--- src/rtl/lpf_seq_pkg.sv ---
// Shared widths, FSM state encoding and output saturation for the low-pass frame sequencer.
package lpf_seq_pkg;

  localparam int LPF_DATA_W = 16;
  localparam int LPF_COEF_W = 8;

  typedef enum logic [2:0] {
    ST_IDLE   = 3'd0,
    ST_LOAD   = 3'd1,
    ST_CALC_L = 3'd2,
    ST_CALC_R = 3'd3,
    ST_COMMIT = 3'd4
  } state_e;

  // Clamp a DATA_W+2 bit result into the signed DATA_W range.
  function automatic logic [LPF_DATA_W-1:0] sat16(input logic [LPF_DATA_W+1:0] v);
    if (v[LPF_DATA_W+1:LPF_DATA_W-1] == {3{v[LPF_DATA_W+1]}}) begin
      return v[LPF_DATA_W-1:0];
    end
    return v[LPF_DATA_W+1] ? {1'b1, {(LPF_DATA_W-1){1'b0}}} : {1'b0, {(LPF_DATA_W-1){1'b1}}};
  endfunction

endpackage

--- src/rtl/lpf_mac.sv ---
// One-pole step r = x + ((y_prev - x) * alpha) >>> COEF_W, saturated; shared by both channels.
module lpf_mac
  import lpf_seq_pkg::*;
#(
  parameter int DATA_W = LPF_DATA_W,
  parameter int COEF_W = LPF_COEF_W
) (
  input  logic signed [DATA_W-1:0] x,
  input  logic signed [DATA_W-1:0] y_prev,
  input  logic        [COEF_W-1:0] alpha,
  output logic signed [DATA_W-1:0] r
);

  localparam int PROD_W = DATA_W + COEF_W + 2;

  logic [DATA_W:0]   diff;
  logic [PROD_W-1:0] prod;
  logic [DATA_W+1:0] sum;
  logic              unused_prod_lsb;

  // Low PROD_W bits of a sign-extended by zero-extended product equal the signed product.
  always_comb begin
    diff = {y_prev[DATA_W-1], y_prev} - {x[DATA_W-1], x};
    prod = {{(COEF_W+1){diff[DATA_W]}}, diff} * {{(DATA_W+2){1'b0}}, alpha};
    sum  = {{2{x[DATA_W-1]}}, x} + prod[PROD_W-1:COEF_W];
    r    = sat16(sum);
  end

  assign unused_prod_lsb = ^prod[COEF_W-1:0];

endmodule

--- src/rtl/lpf_frame_sequencer.sv ---
// Frame-synchronous stereo one-pole low-pass controller with frame-aligned coefficient updates.
// state     | meaning
// ST_IDLE   | waiting for an enabled DACLRCK rising edge
// ST_LOAD   | capture datain, latch pending alpha as active
// ST_CALC_L | shared MAC computes left result
// ST_CALC_R | shared MAC computes right result
// ST_COMMIT | drive dataout / update y_prev, out_valid high
module lpf_frame_sequencer
  import lpf_seq_pkg::*;
#(
  parameter int          DATA_W      = LPF_DATA_W,
  parameter int          COEF_W      = LPF_COEF_W,
  parameter int unsigned ALPHA_RESET = 230
) (
  input  logic                AUD_BCLK,
  input  logic                reset,
  input  logic                AUD_DACLRCK,
  input  logic                enable,
  input  logic                bypass,
  input  logic [2*DATA_W-1:0] datain,
  input  logic                cfg_wr,
  input  logic [COEF_W-1:0]   cfg_alpha,
  input  logic                overrun_clr,
  output logic [2*DATA_W-1:0] dataout,
  output logic                out_valid,
  output logic                busy,
  output logic                cfg_ack,
  output logic                overrun
);

  state_e state_q, state_d;
  logic   lrck_q, lrck_d;
  logic   frame_edge, start, sel_r, commit;

  logic signed [DATA_W-1:0] x_l_q, x_l_d, x_r_q, x_r_d;
  logic signed [DATA_W-1:0] y_l_q, y_l_d, y_r_q, y_r_d;
  logic signed [DATA_W-1:0] r_l_q, r_l_d, r_r_q, r_r_d;
  logic signed [DATA_W-1:0] mac_x, mac_y, mac_r;
  logic [COEF_W-1:0]        alpha_pending_q, alpha_pending_d;
  logic [COEF_W-1:0]        alpha_active_q, alpha_active_d;
  logic [2*DATA_W-1:0]      dataout_q, dataout_d, commit_val;
  logic                     cfg_ack_q, cfg_ack_d, overrun_q, overrun_d;

  assign frame_edge = AUD_DACLRCK & ~lrck_q;
  assign start      = frame_edge & enable;

  always_ff @(posedge AUD_BCLK or negedge reset) begin
    if (!reset) state_q <= ST_IDLE;
    else        state_q <= state_d;
  end

  always_comb begin
    state_d = state_q;
    case (state_q)
      ST_IDLE:   if (start) state_d = ST_LOAD;
      ST_LOAD:   state_d = ST_CALC_L;
      ST_CALC_L: state_d = ST_CALC_R;
      ST_CALC_R: state_d = ST_COMMIT;
      ST_COMMIT: state_d = ST_IDLE;
      default:   state_d = ST_IDLE;
    endcase
  end

  always_comb begin
    busy      = (state_q != ST_IDLE);
    commit    = (state_q == ST_COMMIT);
    out_valid = commit;
    sel_r     = (state_q == ST_CALC_R);
  end

  assign mac_x = sel_r ? x_r_q : x_l_q;
  assign mac_y = sel_r ? y_r_q : y_l_q;

  lpf_mac #(.DATA_W(DATA_W), .COEF_W(COEF_W)) u_mac (
    .x      (mac_x),
    .y_prev (mac_y),
    .alpha  (alpha_active_q),
    .r      (mac_r)
  );

  // Bypass is looked at only in COMMIT; y_prev follows the output either way.
  assign commit_val = bypass ? {x_l_q, x_r_q} : {r_l_q, r_r_q};
  assign dataout    = commit ? commit_val : dataout_q;
  assign cfg_ack    = cfg_ack_q;
  assign overrun    = overrun_q;

  always_comb begin
    lrck_d          = AUD_DACLRCK;
    x_l_d           = x_l_q;
    x_r_d           = x_r_q;
    y_l_d           = y_l_q;
    y_r_d           = y_r_q;
    r_l_d           = r_l_q;
    r_r_d           = r_r_q;
    dataout_d       = dataout_q;
    alpha_active_d  = alpha_active_q;
    alpha_pending_d = cfg_wr ? cfg_alpha : alpha_pending_q;
    cfg_ack_d       = cfg_wr;
    overrun_d       = (frame_edge & enable & busy) | (overrun_q & ~overrun_clr);
    case (state_q)
      ST_LOAD: begin
        x_l_d          = datain[2*DATA_W-1:DATA_W];
        x_r_d          = datain[DATA_W-1:0];
        alpha_active_d = alpha_pending_q;
      end
      ST_CALC_L: r_l_d = mac_r;
      ST_CALC_R: r_r_d = mac_r;
      ST_COMMIT: begin
        dataout_d = commit_val;
        y_l_d     = commit_val[2*DATA_W-1:DATA_W];
        y_r_d     = commit_val[DATA_W-1:0];
      end
      default: ;
    endcase
  end

  always_ff @(posedge AUD_BCLK or negedge reset) begin
    if (!reset) begin
      lrck_q          <= 1'b0;
      x_l_q           <= '0;
      x_r_q           <= '0;
      y_l_q           <= '0;
      y_r_q           <= '0;
      r_l_q           <= '0;
      r_r_q           <= '0;
      dataout_q       <= '0;
      alpha_pending_q <= COEF_W'(ALPHA_RESET);
      alpha_active_q  <= COEF_W'(ALPHA_RESET);
      cfg_ack_q       <= 1'b0;
      overrun_q       <= 1'b0;
    end else begin
      lrck_q          <= lrck_d;
      x_l_q           <= x_l_d;
      x_r_q           <= x_r_d;
      y_l_q           <= y_l_d;
      y_r_q           <= y_r_d;
      r_l_q           <= r_l_d;
      r_r_q           <= r_r_d;
      dataout_q       <= dataout_d;
      alpha_pending_q <= alpha_pending_d;
      alpha_active_q  <= alpha_active_d;
      cfg_ack_q       <= cfg_ack_d;
      overrun_q       <= overrun_d;
    end
  end

endmodule

--- config.mk ---
export PLATFORM = sky130hd
export DESIGN_NAME = lpf_frame_sequencer
export DESIGN_NICKNAME = d
export VERILOG_FILES = /design/src/rtl/lpf_seq_pkg.sv /design/src/rtl/lpf_mac.sv /design/src/rtl/lpf_frame_sequencer.sv
export SDC_FILE = /design/constraint.sdc
export NUM_CORES = 1
export LEC_CHECK = 0
export ABC_CLOCK_PERIOD_IN_PS = 11630
export CORE_ASPECT_RATIO = 1.25
export CORE_UTILIZATION = 45
export CTS_CLUSTER_SIZE = 20
export DETAILED_ROUTE_END_ITERATION = 7
export GPL_TIMING_DRIVEN = 0
export PLACE_DENSITY = 0.6
export SYNTH_ARGS = -nofsm -noshare
export SYNTH_HDL_FRONTEND = slang
export SYNTH_SLANG_ARGS = --single-unit
--- constraint.sdc ---
create_clock -name AUD_BCLK -period 11.63 [get_ports AUD_BCLK]
set_input_delay 2.326 -clock AUD_BCLK [delete_from_list [all_inputs] [get_ports AUD_BCLK]]
set_output_delay 2.326 -clock AUD_BCLK [all_outputs]
set_load 0.02 [all_outputs]
Yosys cells after proc, flatten, opt, wreduce, memory -nomap -nowiden

Index checks and enable logic that the tools add are counted.

$add $sub $neg: 2
Multiply operators: 1
Equality and inequality tests: 6
Muxes and demuxes: 10
Bitwise logic cells: 7
Reductions and logical operators: 2

Operators with widths:

| cell                                                                  | number |
|---|---|
| 16-bit two-way mux                                                    | 5 |
| 32-bit two-way mux                                                    | 2 |
| 17-bit by 9-bit multiplier with 26-bit output                         | 1 |
| 18-bit adder                                                          | 1 |
| 16-bit by 16-bit subtractor with 17-bit output                        | 1 |
| 3-bit one-hot mux with 4 select lines                                 | 1 |
| 3-bit by 2-bit equality test with 1-bit output, second input constant | 2 |
| 1-bit bitwise AND                                                     | 4 |
| 3-bit by 1-bit equality test with 1-bit output, second input constant | 1 |
| 3-bit equality test, second input constant                            | 1 |
| 3-bit zero test                                                       | 1 |
| 3-bit two-way mux                                                     | 1 |
| 3-bit nonzero test                                                    | 1 |
| 2-bit equality test                                                   | 1 |
| 2-bit != test, second input constant                                  | 1 |
| 1-bit NOT                                                             | 2 |
| 1-bit two-way mux                                                     | 1 |
| 1-bit OR                                                              | 1 |

Register bits after elaboration: 150
Bits of input ports: 47
Output and inout port bits: 36
Word-level logic and storage cells: 41

Logic depth before layout (Yosys ltp)

Gate-level depths: netlist of the first run.

Word-level depth: 8
Gate-level depth with buffers: 49
Gate-level depth less buffers: 44

Cells and area by module

A second synthesis of the first run with hierarchy kept.

Cell total of the unflattened synthesis: 1293
Area, all modules: 13203.9 sq um

Modules (own cells, without submodules):

| module              | instances | cells each | area an instance (sq um) | seq. area each (sq um) |
|---|---|---|---|---|
| lpf_mac             | 1         | 836        | 6745.2                   | 0.0 |
| lpf_frame_sequencer | 1         | 457        | 6458.7                   | 3766.1 |

Least setup slack after synthesis of the first run

No wires, ideal clock.

Kind: register to register
Start point: reg state_q[2]
End point: reg r_l_q[9]
Setup time: 0.077 ns
Arrival: 10.451 ns
Required time: 11.553 ns
Slack: 1.102 ns
Stages on the path, launching flop included: 44
Buffers on the path: 4
Period minus slack after synthesis: 10.528 ns
Path through: dfrtp_1 -> nand3b_4 -> buf_2 -> buf_1 -> clkbuf_1 -> mux2i_1 -> ha_1 -> nor2b_1 -> o31ai_1 -> nand3_1 -> a31oi_1 -> o21bai_1 -> a21oi_1 -> nor2b_1 -> o41ai_1 -> o21ai_0 -> o41ai_4 -> mux2_2 -> (+8 left out) -> nand3_1 -> o21ai_0 -> a21oi_1 -> nor2b_1 -> o21ai_0 -> a21boi_0 -> o21a_1 -> nor2_1 -> xnor2_1 -> ha_1 -> and3_1 -> and3_1 -> a311o_1 -> a22o_1 -> o211ai_2 -> buf_6 -> nand3_2 -> a21oi_1

Cells in the longest elaborated chain, start to end: 8
Elaborated cells between the ends (all ways): 12
Those cells by class: add/sub: 2; mul: 1; eq/ne: 3; mux: 6

Ends and longest elaborated chain:

| item                                           | line                                                 | source |
|---|---|---|
| from (decl)                                    | lpf_frame_sequencer.sv:31                            | `state_e state_q, state_d;` |
| from (signal assigned)                         | lpf_frame_sequencer.sv:49                            | `else state_q <= state_d;` |
| 3-bit by 2-bit equality test with 1-bit output | lpf_frame_sequencer.sv:68                            | `sel_r = (state_q == ST_CALC_R);` |
| 16-bit two-way mux (on tied branches)          | lpf_frame_sequencer.sv:72, lpf_frame_sequencer.sv:71 |  |
| 16-bit by 16-bit subtractor with 17-bit output | lpf_mac.sv:23                                        | `diff = {y_prev[DATA_W-1], y_prev} - {x[DATA_W-1], x};` |
| 17-bit by 9-bit multiplier with 26-bit output  | lpf_mac.sv:24                                        | `prod = {{(COEF_W+1){diff[DATA_W]}}, diff} * {{(DATA_W+2){1'b0}}, alpha};` |
| 18-bit adder                                   | lpf_mac.sv:25                                        | `sum = {{2{x[DATA_W-1]}}, x} + prod[PROD_W-1:COEF_W];` |
| 2-bit equality test                            | lpf_seq_pkg.sv:17                                    | `if (v[LPF_DATA_W+1:LPF_DATA_W-1] == {3{v[LPF_DATA_W+1]}}) begin` |
| 1-bit two-way mux                              | lpf_seq_pkg.sv:17                                    |  |
| 16-bit two-way mux                             | lpf_seq_pkg.sv:20                                    | `return v[LPF_DATA_W+1] ? {1'b1, {(LPF_DATA_W-1){1'b0}}} : {1'b0, {(LPF_DATA_W-1){1'b1}}};` |
| to (signal assigned)                           | lpf_frame_sequencer.sv:137                           | `r_l_q <= r_l_d;` |
| to (decl)                                      | lpf_frame_sequencer.sv:37                            | `logic signed [DATA_W-1:0] r_l_q, r_l_d, r_r_q, r_r_d;` |

Several ways; a longest one is shown, not always the timed one. The select of a mux whose other input is x is not followed.
A chain may end at the register's enable or synchronous reset.

Final worst setup path of the first run

Start point: reg state_q[2]
End point: reg r_r_q[0]

Cells in the longest elaborated chain, start to end: 8
Elaborated cells between the ends (all ways): 11
Those cells by class: add/sub: 2; mul: 1; eq/ne: 2; mux: 6

Ends and longest elaborated chain:

| item                                               | line                                                  | source |
|---|---|---|
| 3-bit by 2-bit equality test with 1-bit output (*) | lpf_frame_sequencer.sv:68, lpf_frame_sequencer.sv:100 |  |
| 16-bit two-way mux (on tied branches)              | lpf_frame_sequencer.sv:72, lpf_frame_sequencer.sv:71  |  |
| 16-bit by 16-bit subtractor with 17-bit output     | lpf_mac.sv:23                                         |  |
| 17-bit by 9-bit multiplier with 26-bit output      | lpf_mac.sv:24                                         |  |
| 18-bit adder                                       | lpf_mac.sv:25                                         |  |
| 2-bit equality test                                | lpf_seq_pkg.sv:17                                     |  |
| 1-bit two-way mux                                  | lpf_seq_pkg.sv:17                                     |  |
| 16-bit two-way mux                                 | lpf_seq_pkg.sv:20                                     |  |
| to (signal assigned)                               | lpf_frame_sequencer.sv:138                            | `r_r_q <= r_r_d;` |
| to (decl)                                          | lpf_frame_sequencer.sv:37                             |  |

Every way passes the cells marked *; elsewhere a longest branch is shown, timed or not. The select of a mux whose other input is x is not followed.

==> flow_metrics.tcl, run 1 <==
set metrics [dict create \
    setup_viol 0 \
    synthFlopType "dfrtp_1" \
    fin_nets 1695 \
    cp_max_fo 14 \
    ys_ff_latch 150 \
    dr.pass1.iters 4 \
    grt_overflow 0 \
    worst_slack_ns 0.680 \
    seq_area_frac_synth_pct 29.1 \
    ys_async_sr_fraction_pct 100 \
    ant_nets 0 \
    numCtsBuffers 17 \
    synth_area_leaders "dfrtp_1 27%, fa_1 17%, ha_1 7.4%" \
    antenna_found_initial 0 \
    io_buffers 81 \
    dpl.hpwl_mm 26.5 \
    skew_ns 0.0134 \
    clk_latency_ns 0.44 \
    die_h_um 192 \
    layout_common_cells "201 x nand2_1, 184 x inv_1, 138 x dfrtp_1" \
    grt_pass1_wl_mm 55.3 \
    maxSlewViolCount 0 \
    crit_type "reg2reg" \
    r2r_start "state_q[2]$_DFFE_PN0P_" \
    area_delta_synth_final_pct 16.4 \
    gp_congestion 0.887 \
    coreArea_sq_um 28300 \
    ys_types 78 \
    grt_max_degree 81 \
    multiInputGateArea_sq_um 8430 \
    drc 0 \
    finalSetupTns_ns 0 \
    tightest_slew_ns 1.10 \
    synth_warnings 0 \
    final_common_cell "nand2_1" \
    initial_utilization_pct 45.7 \
    cts_tree "built" \
    cts.path.max_buffers 2 \
    fmax_mhz 91.3 \
    rsz0062_at_grt "false" \
    arrival_ns 11.31 \
    seq_area_sq_um 3770 \
    placed_area_sq_um 14200 \
    regToRegSetupSlack_ns 0.68 \
    rows 69 \
    dieArea_sq_um 29500 \
    endpoint "r_r_q[0]$_DFFE_PN0N_" \
    syn_area_sq_um 12900 \
    fill_cells 2673 \
    critPathMostFrequentCell "fa_1" \
    clock_sinks 150 \
    slew_headroom_pct 26.4 \
    dp_slack_ns -1.64 \
    wirelength_mm 33.4 \
    synth-edff-count 0 \
    worstHoldPathType "reg2reg" \
    critPathLaunchType "register" \
    avgViaCountPerCell 5.31 \
    fin_crit_sh_pct 94.1 \
    drive_above_1_share_pct 9.89 \
    status "complete, no violations" \
    diodes 0 \
    finalInstanceArea_sq_um 15100 \
    avgSynthCellArea_sq_um 9.54 \
    synthDominantCellAreaShare_pct 27.1 \
    critPathCaptureType "register" \
    rr_worst_depth 42 \
    cts-root-buf "clkbuf_16" \
    maxCapViolCount 0 \
    gr-usage-all-layers_pct 24.4 \
    crit_start "state_q[2]$_DFFE_PN0P_" \
    die_x_um 154 \
    synthCells 1357 \
    ios 83 \
    timing.hold.ws_ns 0.485 \
    rr_endpoint "r_r_q[0]$_DFFE_PN0N_" \
    yosysTopAreaCell "dfrtp_1" \
    syn-num-nets 1589 \
    cpMaxStageDelayCell "fa_1" \
    grt_pass1_vias 10400 \
    vias 9716 \
    htreeDepth 4 \
    drt_iter0_drc 496 \
    timing.final.hold_violations 0 \
    max_stage_delay_ns 0.54 \
    required_ns 11.99 \
    ctsHoldBuffers 0 \
    wl_per_cell_um 18.2 \
    min_period_ns 10.95 \
    clk_pin_slew_ns 0.07 \
]
## cell families after synthesis
logic type	after synthesis	share of synthesized area, %
multiplexers	102	8.43
XOR/XNOR	57	3.96
AO/OA/AOI/OAI	229	12.7
adder cells (fa/ha/maj)	188	24.4
buffers and inverters	237	6.97
flip-flops	150	29.1
AND/OR/NAND/NOR	394	14.5
## worst max-delay path, delay by kind of cell (launching register included)
kind            cells  cell delay (ns)
compound gates     14             3.35
xor+xnor            1             0.17
fa+ha+maj           7             2.99
buf+inv             8             1.27
flops               1             0.45
mux                 2             0.70
simple gates       10             1.91
## state kept, by name, indices dropped and copies added (netlist names)
signal / flops
dataout_q: 32
r_l_q: 16
r_r_q: 16
x_l_q: 16
x_r_q: 16
y_l_q: 16
y_r_q: 16
alpha_active_q: 8
alpha_pending_q: 8
state_q: 3
cfg_ack: 1
lrck_q: 1
overrun: 1
## per-stage QoR
stage / instances / utilization, %
finish: 1831 / 53.2
global route: 1831 / 53.2
CTS: 1830 / 52.9
detailed placement: 1794 / 50.3
global placement: 1793 / 50.1
floorplan: 1357 / -
## metal layers
| layer | vias up | share of wire, % | GRT usage, % |
|---|---|---|---|
| li1 | 4671 | - | - |
| met1 | 4825 | 45 | 30.6 |
| met2 | 176 | 50 | 43.6 |
| met3 | 44 | 2.6 | 2.71 |
| met4 | 0 | 2.3 | 8.35 |
| met5 | - | 0 | 0 |
## synthesized netlist by cell type, types with 13 or more instances
cell	number
a21oi_1	41
and2_1	59
clkbuf_1	39
dfrtp_1	140
fa_1	108
ha_1	77
inv_1	184
mux2_2	52
mux2i_1	49
nand2_1	201
nand2b_1	16
nor2_1	49
nor2b_1	13
nor3_1	13
o21a_1	69
o21ai_0	31
xnor2_1	40
xor2_1	16
## how the worst min path moves through the flow
stage | start | end | cells past startpoint
final | dataout_q[11]$_DFF_PN0_ | dataout_q[11]$_DFF_PN0_ | 1
after global routing | y_l_q[13]$_DFFE_PN0P_ | y_l_q[13]$_DFFE_PN0P_ | 1
after CTS | dataout_q[9]$_DFF_PN0_ | dataout_q[9]$_DFF_PN0_ | 1
after detailed placement | dataout_q[9]$_DFF_PN0_ | dataout_q[9]$_DFF_PN0_ | 1
after global placement | dataout_q[29]$_DFF_PN0_ | dataout_q[29]$_DFF_PN0_ | 1
after floorplan | r_l_q[15]$_DFFE_PN0N_ | r_l_q[15]$_DFFE_PN0N_ | 2
## layout make-up
class,count,area share [%]
clock inverter,13,1.06
clock buffer,19,3.01
timing repair buffer,90,5.99
tap,355,2.95
multi-input combinational,970,55.9
buffer,48,1.39
inverter,186,4.67
sequential,150,25.0
## repair_timing
action | 4_1_cts | 5_1_grt
pin swaps | 4 | 4
resized for setup | 24 | 19
setup endpoints to repair | 32 | 32
buffers inserted | 5 | 3
Power of run 1 is not shown: default switching activity piles up to over one toggle a cycle in this logic, so the estimate is an artifact.
==> run 2: changes to the inputs <==
--- a/config.mk
+++ b/config.mk
@@ -10,7 +10,6 @@
 export CORE_UTILIZATION = 45
 export CTS_CLUSTER_SIZE = 20
 export DETAILED_ROUTE_END_ITERATION = 7
-export GPL_TIMING_DRIVEN = 0
 export PLACE_DENSITY = 0.6
 export SYNTH_ARGS = -nofsm -noshare
 export SYNTH_HDL_FRONTEND = slang
==> run 2 against run 1 <==
Against the previous run: critical path type unchanged; count of clock-buffer cells in the layout decreased by 2; critical endpoint is now r_r_q[7]$_DFFE_PN0N_; non-clock buffer count is 43 lower; final area shrank 2.0%; the run now ends with DRC left; cell count is 2.3% lower.
==> flow_metrics.tcl, run 2 (synthesized netlist as in run 1, its figures left out) <==
set metrics [dict create \
    rsz0062_at_grt "false" \
    initial_utilization_pct 45.7 \
    rr_endpoint "r_r_q[7]$_DFFE_PN0N_" \
    critPathLaunchType "register" \
    wirelength_mm 30.5 \
    avgViaCountPerCell 5.34 \
    worstHoldPathType "reg2reg" \
    timing.final.hold_violations 0 \
    coreArea_sq_um 28300 \
    placed_area_sq_um 14100 \
    io_buffers 82 \
    slew_headroom_pct 31.2 \
    rows 69 \
    setup_viol 0 \
    r2r_start "state_q[2]$_DFFE_PN0P_" \
    fin_crit_sh_pct 91.6 \
    antenna_found_initial 0 \
    cts.path.max_buffers 2 \
    area_delta_synth_final_pct 14.1 \
    final_common_cell "nand2_1" \
    grt_overflow 0 \
    status "finished, violations left" \
    ant_nets 0 \
    vias 9550 \
    drc 2 \
    gp_congestion 0.867 \
    tightest_slew_ns 1.03 \
    die_h_um 192 \
    skew_ns 0.0196 \
    fill_cells 2666 \
    die_x_um 154 \
    finalInstanceArea_sq_um 14800 \
    largest_register "dataout_q" \
    maxCapViolCount 0 \
    largest_reg_flops 32 \
    cp_max_fo 9 \
    maxSlewViolCount 0 \
    grt_pass1_vias 9976 \
    drive_above_1_share_pct 9.21 \
    min_period_ns 10.65 \
    gr-usage-all-layers_pct 22.4 \
    cts-root-buf "clkbuf_16" \
    crit_type "reg2reg" \
    rr_worst_depth 42 \
    dpl.hpwl_mm 23.2 \
    required_ns 12.01 \
    crit_start "state_q[2]$_DFFE_PN0P_" \
    grt_pass1_wl_mm 51.7 \
    max_stage_delay_ns 0.53 \
    violations "DRC" \
    finalSetupTns_ns 0 \
    htreeDepth 4 \
    timing.hold.ws_ns 0.489 \
    clk_latency_ns 0.45 \
    endpoint "r_r_q[7]$_DFFE_PN0N_" \
    ios 83 \
    clk_pin_slew_ns 0.08 \
    cts_tree "built" \
    dr.pass1.iters 7 \
    clock_sinks 150 \
    wl_per_cell_um 17.1 \
    arrival_ns 11.03 \
    dieArea_sq_um 29500 \
    grt_max_degree 98 \
    critPathMostFrequentCell "fa_1" \
    hold_path_startpoint "dataout_q[14]$_DFF_PN0_" \
    seq_area_sq_um 3770 \
    layout_common_cells "201 x nand2_1, 184 x inv_1, 139 x dfrtp_1" \
    fmax_mhz 93.9 \
    regToRegSetupSlack_ns 0.98 \
    ctsHoldBuffers 0 \
    numCtsBuffers 17 \
    critPathCaptureType "register" \
    multiInputGateArea_sq_um 8310 \
    cpMaxStageDelayCell "fa_1" \
    dp_slack_ns 0.636 \
    fin_nets 1652 \
    drt_iter0_drc 427 \
    diodes 0 \
    worst_slack_ns 0.982 \
]
-- run 2: cell count changes in the layout (fill, tap and decap cells not counted), moves of 3 or more --
cell | previous run | this run
clkbuf_1 | 36 | 0
buf_1 | 7 | 0
buf_4 | 8 | 12
clkinv_8 | 0 | 3
o21ai_0 | 28 | 31
xnor2_1 | 36 | 39
xnor2_2 | 4 | 1
-- run 2: worst max-delay path: cells and delay by family, from the launching register on --
| kind | cells | cell delay (ns) |
|---|---|---|
| flops | 1 | 0.45 |
| fa+ha+maj | 8 | 3.50 |
| compound gates | 17 | 3.89 |
| mux | 1 | 0.25 |
| simple gates | 8 | 1.38 |
| xor+xnor | 2 | 0.47 |
| buf+inv | 6 | 0.62 |
-- run 2: routing by layer --
metal / GRT usage (%) / vias up / part of all wire (%)
li1: - / 4585 / -
met1: 29.8 / 4736 / 46
met2: 37.3 / 184 / 48
met3: 3.16 / 45 / 3.5
met4: 7.73 / 0 / 2.2
met5: 0 / - / 0
-- run 2: worst min-delay path by stage --
stage	end	depth (start not counted)
floorplan	r_l_q[15]$_DFFE_PN0N_	2
finish	dataout_q[14]$_DFF_PN0_	1
detailed placement	dataout_q[14]$_DFF_PN0_	1
global placement	dataout_q[3]$_DFF_PN0_	1
CTS	dataout_q[21]$_DFF_PN0_	1
global route	y_r_q[14]$_DFFE_PN0P_	1
-- run 2: what timing repair did --
| item | CTS | global route |
|---|---|---|
| endpoints found under the setup margin | 0 | 29 |
| resized for setup | 0 | 5 |
| setup buffers | 0 | 0 |
-- run 2: final cells by class --
| cell class | instances | area share [%] |
|---|---|---|
| Multi-Input combinational cell | 970 | 56.3 |
| Sequential cell | 150 | 25.5 |
| Timing Repair Buffer | 95 | 6.22 |
| Inverter | 186 | 4.74 |
| Tap cell | 355 | 3.01 |
| Clock buffer | 17 | 2.88 |
| Clock inverter | 15 | 1.39 |
-- run 2: per-stage QoR --
step,instances,util [%]
after floorplan,1357,-
after global placement,1756,49.8
after detailed placement,1756,49.8
after CTS,1788,52.1
after global routing,1788,52.2
final,1788,52.2
Power of run 2 is left out for the same reason.
